[config.mk]
export PLATFORM = sky130hd
export DESIGN_NAME = decim_integrate_dump
export DESIGN_NICKNAME = d
export VERILOG_FILES = /design/src/rtl/dsp_pkg.sv /design/src/rtl/sync_fifo.sv /design/src/rtl/decim_integrate_dump.sv
export SDC_FILE = /design/constraint.sdc
export NUM_CORES = 1
export LEC_CHECK = 0
export BUFFER_PORTS_ARGS = -buffer_cell sky130_fd_sc_hd__buf_4
export CORE_ASPECT_RATIO = 1.5
export CORE_UTILIZATION = 30
export CTS_BUF_LIST = sky130_fd_sc_hd__clkbuf_4
export CTS_CLUSTER_SIZE = 16
export DETAILED_ROUTE_END_ITERATION = 10
export RECOVER_POWER = 50
export SLEW_MARGIN = 5
export SYNTH_ARGS = -nofsm -noshare
export SYNTH_HDL_FRONTEND = slang
export SYNTH_SLANG_ARGS = --single-unit
export TNS_END_PERCENT = 50
[constraint.sdc]
create_clock -name clk -period 6.5 [get_ports clk]
set_input_delay 0.325 -clock clk [delete_from_list [all_inputs] [get_ports clk]]
set_output_delay 0.325 -clock clk [all_outputs]
set_load 0.005 [all_outputs]
[src/rtl/dsp_pkg.sv]
// Shared DSP types and width/rounding helpers used by the filter-chain stages.
package dsp_pkg;

  localparam int unsigned SAMPLE_W = 16;

  typedef logic signed [SAMPLE_W-1:0] sample_t;

  function automatic int unsigned ACC_W(input int unsigned data_width, input int unsigned decim);
    return data_width + $clog2(decim);
  endfunction

  // Half an LSB of the decimated result, i.e. 2^(log2(decim)-1).
  function automatic int unsigned round_const(input int unsigned decim);
    return decim >> 1;
  endfunction

endpackage

[src/rtl/sync_fifo.sv]
// Synchronous FIFO with a registered head word; push while full is accepted
// only when a pop happens in the same cycle.
module sync_fifo #(
  parameter  int unsigned WIDTH = 16,
  parameter  int unsigned DEPTH = 4,
  localparam int unsigned PW    = $clog2(DEPTH),
  localparam int unsigned CW    = PW + 1
) (
  input  logic             clk,
  input  logic             rst,
  input  logic             push,
  input  logic             pop,
  input  logic [WIDTH-1:0] wdata,
  output logic [WIDTH-1:0] rdata,
  output logic             full,
  output logic             empty,
  output logic [CW-1:0]    count
);

  logic [WIDTH-1:0] mem [DEPTH];
  logic [PW-1:0]    wr_ptr;
  logic [PW-1:0]    rd_ptr;
  logic [PW-1:0]    rd_next;
  logic             push_ok;
  logic             pop_ok;
  logic [CW-1:0]    remain;

  assign full    = (count == CW'(DEPTH));
  assign empty   = (count == '0);
  assign pop_ok  = pop && !empty;
  assign push_ok = push && (!full || pop_ok);
  assign rd_next = rd_ptr + PW'(pop_ok);
  assign remain  = count - CW'(pop_ok);

  always_ff @(posedge clk) begin
    if (push_ok) begin
      mem[wr_ptr] <= wdata;
    end
  end

  // The head register is loaded from the slot that becomes the head next
  // cycle, or straight from wdata when the FIFO would otherwise be empty.
  always_ff @(posedge clk or posedge rst) begin
    if (rst) begin
      wr_ptr <= '0;
      rd_ptr <= '0;
      count  <= '0;
      rdata  <= '0;
    end else begin
      if (push_ok) begin
        wr_ptr <= wr_ptr + PW'(1);
      end
      rd_ptr <= rd_next;
      count  <= remain + CW'(push_ok);
      if (remain != '0) begin
        rdata <= mem[rd_next];
      end else if (push_ok) begin
        rdata <= wdata;
      end
    end
  end

endmodule

[src/rtl/decim_integrate_dump.sv]
// Integrate-and-dump decimator: averages blocks of DECIM valid samples into a
// ready/valid output FIFO. Define DECIM_ROUND_EN for round-half-up averaging.
module decim_integrate_dump
  import dsp_pkg::*;
#(
  parameter int unsigned DATA_WIDTH = SAMPLE_W,
  parameter int unsigned DECIM      = 4,
  parameter int unsigned FIFO_DEPTH = 4
) (
  input  logic                         clk,
  input  logic                         rst,
  input  logic signed [DATA_WIDTH-1:0] data_in,
  input  logic                         valid_in,
  input  logic                         sync_clr,
  input  logic                         ovf_clr,
  output logic signed [DATA_WIDTH-1:0] data_out,
  output logic                         valid_out,
  input  logic                         ready_in,
  output logic                         overflow
);

  localparam int unsigned SH = $clog2(DECIM);
  localparam int unsigned AW = ACC_W(DATA_WIDTH, DECIM);
  localparam int unsigned CW = $clog2(FIFO_DEPTH) + 1;

  logic [SH-1:0]         ph;
  logic signed [AW-1:0]  acc;
  logic signed [AW-1:0]  din_ext;
  logic signed [AW-1:0]  sum;
  logic signed [AW-1:0]  rounded;
  logic signed [AW-1:0]  shifted;
  logic                  last;
  logic                  dump;
  logic                  pop;
  logic                  full;
  logic                  empty;
  logic                  drop;
  logic [CW-1:0]         fill_unused;

  assign din_ext = {{SH{data_in[DATA_WIDTH-1]}}, data_in};
  assign last    = (ph == SH'(DECIM - 1));
  assign sum     = acc + din_ext;

`ifdef DECIM_ROUND_EN
  localparam logic signed [AW-1:0] RC = AW'(round_const(DECIM));
  assign rounded = sum + RC;
`else
  assign rounded = sum;
`endif

  assign shifted   = rounded >>> SH;
  assign dump      = valid_in && last && !sync_clr;
  assign pop       = valid_out && ready_in;
  assign drop      = dump && full && !pop;
  assign valid_out = !empty;

  // A clear together with a sample starts the new block with that sample.
  always_ff @(posedge clk or posedge rst) begin
    if (rst) begin
      ph  <= '0;
      acc <= '0;
    end else if (sync_clr) begin
      if (valid_in) begin
        acc <= din_ext;
        ph  <= SH'(1);
      end else begin
        acc <= '0;
        ph  <= '0;
      end
    end else if (valid_in) begin
      acc <= (ph == '0) ? din_ext : sum;
      ph  <= ph + SH'(1);
    end
  end

  always_ff @(posedge clk or posedge rst) begin
    if (rst) begin
      overflow <= 1'b0;
    end else if (drop) begin
      overflow <= 1'b1;
    end else if (ovf_clr) begin
      overflow <= 1'b0;
    end
  end

  sync_fifo #(
    .WIDTH (DATA_WIDTH),
    .DEPTH (FIFO_DEPTH)
  ) u_fifo (
    .clk   (clk),
    .rst   (rst),
    .push  (dump),
    .pop   (pop),
    .wdata (shifted[DATA_WIDTH-1:0]),
    .rdata (data_out),
    .full  (full),
    .empty (empty),
    .count (fill_unused)
  );

endmodule

==> flow_summary.toml <==
[routing]
route.antenna.remaining_nets = 0
wire_length_per_cell_um = 17.6
drt_iter0_markers = 132
number_of_detailed_route_iterations_in_the_first_pass = 9
route.detailed.vias_per_inst = 5.10
drcViolationCount = 2
routed_wirelength_um = 12100
num_vias = 3507

[clock_network]
insertion_delay_ps = 470
post_cts_buffers = 0
cts_inserted_buffers = 9
cts.path.max_buffers = 2
clk_pin_slew_worst_setup_hold_paths_ps = 170
postCtsResizedCells = 0
root_buffer = "sky130_fd_sc_hd__clkbuf_4"
post_cts_hold_buffer_count = 0
ctsHtreeMaxLevel = 3
tritoncts = "built"
cts_sinks = 108

[setup_path]
critPathSlowestCell = "sky130_fd_sc_hd__nand3_1"
crit_path_end_kind = "flip-flop"
arrival_ps = 3770
crit_buf_inv = 0
timing.critical_path.mode_cell = "sky130_fd_sc_hd__ha_1"
setup.worst_path.class = "reg -> reg"
critical_path.startpoint_type = "flip-flop"
critical_path.cell_chain = "or3_1, and2_0, ha_1, ha_1, xnor2_1, nand3_1, nor2_2, a22o_1, a31o_2"
worst-endpoint-required_ps = 6920
slowest_delay_ps = 710
timing.critical_path.fanout_max = 23
rr_worst_depth = 9
worst_path_dominant_cell_family = "simple AND/OR/NAND/NOR gates"
worstSetupPathDepth = 9

[placed_design]
placement.cell_area_um2 = 5900
gp_congestion = 0.834
dp.final_hpwl_um = 8730
numPortBuffers = 39

[sta]
worst_slew_margin_rel = -0.252
fmaxAchievable_mhz = 299
clock-skew-final_ps = 22.3
setup_viol = 0
worst_pin_slew_ps = 1880
period_minus_slack_ps = 3350
setup_repair_after_global_routing_missed_its_margin = "no"
final-hold-violation-count = 0
fin_setup_tns_ps = 0
fin_crit_sh = 0.515
final_max_slew_viol_count = 45

[global_route]
antenna_found_initial = 1
grt.total_usage = 0.136
globalRoute.totalOverflow = 0
grt_pass1_wl_um = 19600
grt_pass1_vias = 3662
grt_start_max_net_pins = 45

[die]
ios = 40
core_area_um2 = 17500
die-height_um = 166
initial_utilization = 0.309
rows = 59
die_width_um = 112
fp.dieArea_um2 = 18600

[cells_and_area]
synthToLayoutAreaGrowth_pct = 11.3
num-nets-final = 519
num-fill-cells = 1711
fin_area_um2 = 6010
drive_above_1_share = 0.165

[synthesis]
synth-seq-cells = 108
sequential_fraction_of_the_synthesis_area = 0.559
synth.yosys.warnings = 0
synth_area_um2 = 5400
asyncSetResetFlopFracSynth = 0.407
number_of_flops_mapped_to_enable_cells_by_yosys = 64
syn_inst = 431
synth_nets = 482
yosys_cell_types = 51
yosys_most_used_dff = "sky130_fd_sc_hd__edfxtp_1"
synth.avg_cell_area_um2 = 12.5

[hold_path]
holdPathStages = 2
timing.hold.worst.class = "in -> reg"

[outcome]
run_status = "finished, violations left"
failed_checks = "design-rule violations, max-capacitance violations, max-slew violations"

[power_and_ir_drop]
power.static_leakage_nw = 2.34
power_per_standard_cell_area_nw_per_um2 = 370
ir_worst_vdd_uv = 126

[flow_run]
timing.max_cap.violations = 1
[final timing paths]
path / startpoint / to / slack [ps]
max: u_fifo.count[1]$_DFF_PP0_ / u_fifo.rdata[15]$_DFFE_PP0P_ / 3150
min: ovf_clr / overflow$_DFFE_PP0P_ / 40
max reg2reg: u_fifo.count[1]$_DFF_PP0_ / u_fifo.rdata[15]$_DFFE_PP0P_ / 3150
min reg2reg: u_fifo.rd_ptr[1]$_DFF_PP0_ / u_fifo.rd_ptr[1]$_DFF_PP0_ / 470
max in group asynchronous: rst / u_fifo.rdata[7]$_DFFE_PP0P_ / 4950
min in group asynchronous: rst / u_fifo.rdata[13]$_DFFE_PP0P_ / 440
[Yosys cell counts (all sizes together), types with 2 or more instances]
library cell  instances  area share
edfxtp               64        0.36
dfrtp                44        0.20
o21ai                38       0.035
a21oi                29       0.027
ha                   28       0.065
inv                  25       0.017
nand2                24       0.017
nor2                 19       0.014
mux4                 16       0.067
nor2b                12       0.014
xnor2                11       0.018
and2                  9       0.010
mux2i                 9       0.017
nor3b                 9       0.013
a22oi                 8       0.011
clkbuf                8      0.0056
nand3                 7      0.0065
a21o                  6      0.0083
buf                   6      0.0067
nand2b                6      0.0069
nor3                  6      0.0065
a211oi                5      0.0069
o21a                  5      0.0069
a221o                 3      0.0056
a31oi                 3      0.0035
and3                  3      0.0053
mux2                  3      0.0069
xor2                  3      0.0049
a22o                  2      0.0032
nand4                 2      0.0023
o31ai                 2      0.0028
or3                   2      0.0023
[power breakdown]
group | switching, W | internal [W]
logic | 0.000522 | 0.000437
clock network | 0.000227 | 0.0000872
registers | 0.0000625 | 0.000889
[per-stage QoR]
| step | hold slack [ps] | util | total power [W] | setup slack [ps] | std cells |
|---|---|---|---|---|---|
| after CTS | 10.6 | 0.345 | 0.00227 | 3130 | 686 |
| after detailed placement | 453 | 0.337 | 0.00195 | 3170 | 670 |
| after floorplan | 433 | - | 0.00164 | 3880 | 431 |
| final | 44.5 | 0.344 | 0.00222 | 3150 | 687 |
| after global routing | 7.91 | 0.344 | 0.00240 | 2800 | 687 |
| after global placement | 449 | 0.337 | 0.00191 | 3240 | 670 |
[state kept, by name, indices dropped and copies added (netlist names)]
register,cells
ph,2
u_fifo.rdata,16
u_fifo.wr_ptr,2
u_fifo.count,3
acc,18
overflow,1
u_fifo.rd_ptr,2
u_fifo.mem,64
[layout make-up]
cell class	instances	area, µm²	share of cell area
tap	213	267	0.0443
inverter	25	93.8	0.0156
clock inverter	6	48.8	0.00811
antenna	1	2.50	0.000416
timing repair buffer	40	293	0.0487
clock buffer	10	75.1	0.0125
multi-input combinational	284	2210	0.368
sequential	108	3020	0.503
[layout by cell type (no fill, tap or decap), types with 2 or more instances in the layout]
cell type                    Yosys  routed
sky130_fd_sc_hd__xor2_1          3       3
sky130_fd_sc_hd__and2_0          0       5
sky130_fd_sc_hd__nand4_1         2       2
sky130_fd_sc_hd__or3_1           2       2
sky130_fd_sc_hd__dfrtp_1        44      44
sky130_fd_sc_hd__a221o_1         3       3
sky130_fd_sc_hd__clkbuf_1        8       2
sky130_fd_sc_hd__nor2_1         18      18
sky130_fd_sc_hd__a31oi_1         3       3
sky130_fd_sc_hd__o31ai_1         2       2
sky130_fd_sc_hd__ha_1           28      28
sky130_fd_sc_hd__a21oi_1        29      29
sky130_fd_sc_hd__xnor2_1        11      11
sky130_fd_sc_hd__nor3_1          5       5
sky130_fd_sc_hd__mux2_2          2       2
sky130_fd_sc_hd__buf_4           0      21
sky130_fd_sc_hd__nand3_1         7       7
sky130_fd_sc_hd__clkbuf_4        0      27
sky130_fd_sc_hd__and3_1          1       2
sky130_fd_sc_hd__edfxtp_1       64      64
sky130_fd_sc_hd__mux4_2         16      16
sky130_fd_sc_hd__nand2_1        24      24
sky130_fd_sc_hd__inv_1          25      25
sky130_fd_sc_hd__nor2b_1        12      12
sky130_fd_sc_hd__and2_1          9       4
sky130_fd_sc_hd__a22oi_1         8       8
sky130_fd_sc_hd__a21o_1          6       6
sky130_fd_sc_hd__o21ai_0        38      38
sky130_fd_sc_hd__o21a_1          5       5
sky130_fd_sc_hd__mux2i_1         9       9
sky130_fd_sc_hd__a211oi_1        5       5
sky130_fd_sc_hd__clkinvlp_4      0       2
sky130_fd_sc_hd__nand2b_1        6       6
sky130_fd_sc_hd__nor3b_1         9       9
sky130_fd_sc_hd__a22o_1          2       2
[layer usage]
layer  track usage  vias up  part of all wire
li1              -     1686                 -
met1         0.159     1759              0.42
met2         0.252       52              0.54
met3        0.0190       10             0.022
met4        0.0476        0             0.017
met5             0        -                 0
[kinds of logic after synthesis]
logic type	share of synthesized area
AO/OA/AOI/OAI	0.126
flip-flops	0.559
AND/OR/NAND/NOR	0.103
buffers and inverters	0.0296
adder cells (fa/ha/maj)	0.0685
multiplexers	0.0903
XOR/XNOR	0.0227
(Power assumes the default switching activity.)
